===== config.mk =====
export PLATFORM = sky130hd
export DESIGN_NAME = smg_decode_scanmod
export DESIGN_NICKNAME = d
export VERILOG_FILES = /design/src/rtl/smg_decode_scanmod.sv
export SDC_FILE = /design/constraint.sdc
export NUM_CORES = 1
export LEC_CHECK = 0
export ABC_CLOCK_PERIOD_IN_PS = 6000
export CAP_MARGIN = 20
export CORE_MARGIN = 2
export CORE_UTILIZATION = 30
export CTS_CLUSTER_DIAMETER = 150
export DETAILED_ROUTE_END_ITERATION = 6
export GPL_TIMING_DRIVEN = 0
export PLACE_DENSITY = 0.47
export SLEW_MARGIN = 10
export SYNTH_ARGS = -nofsm -noshare
export SYNTH_HDL_FRONTEND = slang
export SYNTH_SLANG_ARGS = --single-unit

===== constraint.sdc =====
create_clock -name CLOCK -period 6 [get_ports CLOCK]
set_clock_uncertainty 0.2 [all_clocks]
set_input_delay 1.5 -clock CLOCK [delete_from_list [all_inputs] [get_ports CLOCK]]
set_output_delay 1.5 -clock CLOCK [all_outputs]
set_load 0.03 [all_outputs]

===== src/rtl/smg_decode_scanmod.sv =====
// Seven-segment readback monitor: decodes a scanned common-anode bus into a hex frame.
// Latency: digit captured STABLE+2 edges after its pattern appears; oDone one edge after the last capture.
// Backpressure: none; passive tap, frames are published whenever the capture mask fills.
module smg_decode_scanmod #(
  parameter int NDIG   = 6,
  parameter int STABLE = 4
) (
  input  logic              CLOCK,
  input  logic              RESET,
  input  logic [7:0]        iSeg,
  input  logic [NDIG-1:0]   iCol,
  output logic [4*NDIG-1:0] oData,
  output logic [NDIG-1:0]   oDp,
  output logic [NDIG-1:0]   oErr,
  output logic              oDone
);

  localparam int         DW      = (NDIG > 1) ? $clog2(NDIG) : 1;
  localparam logic [7:0] CNT_MAX = 8'(STABLE);
  localparam logic [7:0] CNT_CAP = 8'(STABLE - 1);

  typedef enum logic {
    ST_ARMED = 1'b0,
    ST_HOLD  = 1'b1
  } state_t;

  state_t              r_state;
  logic [7:0]          r_seg1, r_seg2;
  logic [NDIG-1:0]     r_col1, r_col2;
  logic [7:0]          r_cnt;
  logic [NDIG-1:0]     r_mask;
  logic [4*NDIG-1:0]   r_wdata;
  logic [NDIG-1:0]     r_wdp;
  logic [NDIG-1:0]     r_werr;

  logic                w_same;
  logic                w_col_ok;
  logic [3:0]          w_nzero;
  logic [DW-1:0]       w_dig;
  logic [3:0]          w_nib;
  logic                w_bad;
  logic                w_cap;
  logic                w_full;

  assign w_same   = (r_seg1 == r_seg2) && (r_col1 == r_col2);
  assign w_col_ok = (w_nzero == 4'd1);
  assign w_cap    = (r_state == ST_ARMED) && (r_cnt == CNT_CAP) && w_same && w_col_ok;
  assign w_full   = &r_mask;

  // Count low select bits and locate the selected digit.
  always_comb begin
    w_nzero = '0;
    w_dig   = '0;
    for (int i = 0; i < NDIG; i++) begin
      if (!r_col1[i]) begin
        w_nzero = w_nzero + 4'd1;
        w_dig   = DW'(i);
      end
    end
  end

  // Map the active-low a..g pattern back to its nibble; anything else is illegal.
  always_comb begin
    w_nib = 4'h0;
    w_bad = 1'b0;
    case (r_seg1[6:0])
      7'h40: w_nib = 4'h0;
      7'h79: w_nib = 4'h1;
      7'h24: w_nib = 4'h2;
      7'h30: w_nib = 4'h3;
      7'h19: w_nib = 4'h4;
      7'h12: w_nib = 4'h5;
      7'h02: w_nib = 4'h6;
      7'h78: w_nib = 4'h7;
      7'h00: w_nib = 4'h8;
      7'h10: w_nib = 4'h9;
      7'h08: w_nib = 4'hA;
      7'h03: w_nib = 4'hB;
      7'h46: w_nib = 4'hC;
      7'h21: w_nib = 4'hD;
      7'h06: w_nib = 4'hE;
      7'h0E: w_nib = 4'hF;
      default: begin
        w_nib = 4'h0;
        w_bad = 1'b1;
      end
    endcase
  end

  // Two-deep sample pipeline so successive bus samples can be compared.
  always_ff @(posedge CLOCK) begin
    if (!RESET) begin
      r_seg1 <= '0;
      r_col1 <= '0;
      r_seg2 <= '0;
      r_col2 <= '0;
    end else begin
      r_seg1 <= iSeg;
      r_col1 <= iCol;
      r_seg2 <= r_seg1;
      r_col2 <= r_col1;
    end
  end

  // Stability counter: restarts on any change or bad select, saturates so it never wraps.
  always_ff @(posedge CLOCK) begin
    if (!RESET) begin
      r_cnt <= '0;
    end else if (!w_same || !w_col_ok) begin
      r_cnt <= '0;
    end else if (r_cnt != CNT_MAX) begin
      r_cnt <= r_cnt + 8'd1;
    end
  end

  // Arm/hold FSM, per-digit capture and frame publication share the mask.
  always_ff @(posedge CLOCK) begin
    if (!RESET) begin
      r_state <= ST_ARMED;
      r_mask  <= '0;
      r_wdata <= '0;
      r_wdp   <= '0;
      r_werr  <= '0;
      oData   <= '0;
      oDp     <= '0;
      oErr    <= '0;
      oDone   <= 1'b0;
    end else begin
      oDone <= w_full;
      // Publish the completed frame; a capture on this same edge starts the next one.
      if (w_full) begin
        oData  <= r_wdata;
        oDp    <= r_wdp;
        oErr   <= r_werr;
        r_mask <= '0;
      end
      case (r_state)
        ST_ARMED: begin
          if (w_cap) begin
            r_wdata[4*w_dig +: 4] <= w_nib;
            r_wdp[w_dig]          <= ~r_seg1[7];
            r_werr[w_dig]         <= w_bad;
            r_mask[w_dig]         <= 1'b1;
            r_state               <= ST_HOLD;
          end
        end
        ST_HOLD: begin
          // Wait for the dwell to end so it is captured only once.
          if (!w_same || !w_col_ok) r_state <= ST_ARMED;
        end
        default: r_state <= ST_ARMED;
      endcase
    end
  end

endmodule


==> impl_metrics.csv <==
group,metric,value,unit
status,status,"completed",
timing,worst_pin_slew,1.03,ns
cts,ctsHoldBuffers,0,
layout,multi_input_area,2570,sq um
cts,cts_setup_buffers,0,
flow_run,maxCapViolations,0,
cts,cts_buffers,17,
timing,fmaxAchievable,183,MHz
timing,period_share,0.911,
grt,grt_pass1_vias,4260,
timing,worst_slack,0.536,ns
worst_setup_path,worstPathCellList,"inv_1 -> ha_1 -> xnor2_1 -> ha_1 -> mux2_2 -> ha_1 -> mux2_2 -> ha_1 -> or2_2 -> o211ai_1 -> o2111ai_1 -> nor4_1 -> o2111ai_1 -> mux2i_1",
detailed_routing,viasPerCell,4.73,
detailed_routing,wl,13100,um
place,dp_hpwl,9690,um
detailed_routing,detail_route.iter0.violations,258,
grt,use_met3,0.0438,
logic_synthesis,synth-seq-cells,116,
logic_synthesis,synth-seq-area-share,0.456,
pwr,net-switching-power,467,uW
layout,fin_nets,688,
layout,area_delta_synth_final,26.4,%
logic_synthesis,yosys_warnings,0,
grt,antenna_found_initial,0,
worst_setup_path,crit_required,6.07,ns
worst_hold_path,min_path_type,"register to register",
timing,layout_min_cycle_time,5.46,ns
detailed_routing,vias,4232,
logic_synthesis,syn_nets,616,
logic_synthesis,yosysUniqueCellTypes,56,
place,pre_cts_ws,0.578,ns
worst_setup_path,cp.depth,14,
place,gp_congestion,0.863,
layout,fillCellCount,1735,
cts,clock_latency,0.42,ns
grt,grt_use_total,0.155,
worst_setup_path,crit_family,"adder cells",
layout,fin_cells,894,
worst_setup_path,slowest_delay,0.86,ns
timing,fin_tns_setup,0,ns
layout,antenna_cells,0,
grt,use_met1,0.200,
detailed_routing,wire_per_inst,14.6,um
detailed_routing,first_pass_iters,4,
timing,hold_violations,0,
detailed_routing,ant_nets,0,
timing,drv_slew,0,
logic_synthesis,synthesis.area,5100,sq um
logic_synthesis,synth_ff_type,"dfxtp_1",
logic_synthesis,async_reset_ff_frac,0,
floorplanning,core-area,16600,sq um
cts,root_buffer,"clkbuf_16",
cts,cts_tree,"yes",
timing,setup_viol,0,
pwr,pwr-share-comb,0.099,
cts,ctsLongestPathBuffers,2,
logic_synthesis,synth_edf_count,0,
pwr,clkPwrFrac,0.486,
cts,clk_pin_slew,0.05,ns
layout,regArea,2320,sq um
logic_synthesis,synth_area_per_cell,8.63,sq um
logic_synthesis,syn_inst,591,
floorplanning,die_w,134,um
grt,grt.busiest_layer,"met2",
worst_setup_path,crit_buf_inv,1,
place,dp.cells,863,
worst_setup_path,critPathKind,"register to register",
layout,drive_above_1_share,0.0638,
worst_setup_path,endpoint_kind,"register",
grt,grt_pass1_wl,21800,um
worst_setup_path,r2r_cells,14,
logic_synthesis,synth_common_cells,"nand2_1, dfxtp_1, a21oi_1",
timing,rsz0062_at_grt,"no",
logic_synthesis,synth_top_cell_area_share,0.456,
grt,gr-total-overflow,0,
worst_setup_path,worstSetupStartpointType,"register",
cts,clock-sinks,116,
cts,post_cts_resized,0,
worst_setup_path,cp.arrival,5.54,ns
floorplanning,row_count,47,
worst_hold_path,hold_depth,2,
pwr,vdd_drop_max,0.000202,V
detailed_routing,drc_errors,0,
floorplanning,initial_core_util,0.307,
pwr,switching_share,0.246,
timing,maxSlewHeadroom,0.306,
logic_synthesis,synth_top_cell_by_area,"dfxtp_1",
worst_setup_path,worst_path_max_delay_cell,"nor4_1",
logic_synthesis,synth.area.top_cells,"dfxtp_1, nand2_1, mux2i_1, a21oi_1, and2_1",
floorplanning,dieArea,18000,sq um
logic_synthesis,post-synth-top-count-cell,"nand2_1",
timing,whs,0.252,ns
pwr,p_leak,0.00227,uW
grt,grt_max_degree,17,
pwr,intPower,1430,uW
pwr,power_density,295,nW/um^2
floorplanning,die_height,134,um
cts,htreeDepth,4,
worst_setup_path,crit_path_frequent_cell,"ha_1",
pwr,seqPwrFrac,0.415,
worst_setup_path,cp_max_fo,7,
grt,grt_use_met2,0.244,
floorplanning,io_pins,53,
place,port-buffer-count,52,
[layer usage]
layer  vias to the layer above  part of all wire
met2                        70              0.46
met4                         0             0.016
li1                       2159                 -
met1                      1988              0.48
met3                        15             0.039
met5                         -                 0
[state kept, by name, indices dropped and copies added (netlist names)]
name and flops:
r_col2 6, r_mask 6, oDone 1, r_state 1, oErr 6, r_werr 6, r_col1 6, r_seg2 8
oData 24, r_wdata 24, oDp 6, r_wdp 6, r_cnt 8, r_seg1 8
[cell type report]
type,count,area share
plain buffers,36,0.0229
clock buffers,21,0.0715
clock inverters,9,0.0128
inverters,16,0.00932
multi-input cells,423,0.399
flip-flops and latches,116,0.361
well taps,220,0.0427
repair buffers,53,0.0816
[tightest hold or removal path: cells and delay by family (launching register included)]
kind	cells	cell delay, ns
AOI/OAI and AO/OA	1	0.05
and+or+nand+nor	1	0.05
DFF	1	0.30
[logic make-up after synthesis]
kind of cell / after synthesis / share of synthesized area
and+or+nand+nor: 257 / 0.236
DFF: 116 / 0.456
AOI/OAI and AO/OA: 97 / 0.131
buffers and inverters: 52 / 0.0407
muxes: 33 / 0.0653
xor gates and xnor gates: 27 / 0.0491
adders and majority gates: 9 / 0.0221
[metrics by stage]
stage / area (sq um) / power (uW) / utilization
2_1_floorplan: 5100 / 937 / -
3_3_place_gp: 5890 / 987 / 0.355
3_5_place_dp: 5890 / 990 / 0.355
4_1_cts: 6440 / 1920 / 0.388
5_1_grt: 6440 / 1980 / 0.388
6_report: 6440 / 1900 / 0.388
[layout by cell type, fill, tap and decap left out, types with 5 or more instances in the layout]
cell             synthesis  routed
nand4_1                  6       6
clkbuf_16                0      17
xor2_1                  19      19
inv_1                   16      16
and3_1                   5       5
nor2_1                  37      37
a21oi_1                 45      45
nor4_1                   5       5
xnor2_1                  7       7
o21ai_0                  7       7
clkdlybuf4s50_1          0      52
a211oi_1                 7       7
dfxtp_1                116     116
ha_1                     9       9
and2_1                  27      27
nand2_1                128     128
mux2i_1                 31      31
nand3_1                 14      14
nand2b_1                 6       6
or3_1                    5       5
clkbuf_1                31      33
nor3_1                   7       7
[power groups by stage]
stage	combinational (uW)	sequential (uW)	clock [uW]
floorplan	136	801	0
global placement	183	804	0
detailed placement	186	804	0
CTS	187	787	950
global route	207	788	985
finish	188	788	923
[final timing paths]
kind | start | endpoint | slack, ns
setup / recovery | r_col1[1]$_SDFF_PN0_ | r_wdata[20]$_SDFFE_PN0P_ | 0.54
hold / removal | oErr[1]$_SDFFE_PN0P_ | oErr[1]$_SDFFE_PN0P_ | 0.25
setup reg to reg | r_col1[1]$_SDFF_PN0_ | r_wdata[20]$_SDFFE_PN0P_ | 0.54
hold reg to reg | oErr[1]$_SDFFE_PN0P_ | oErr[1]$_SDFFE_PN0P_ | 0.25
Power figures use the tool's default switching activity.
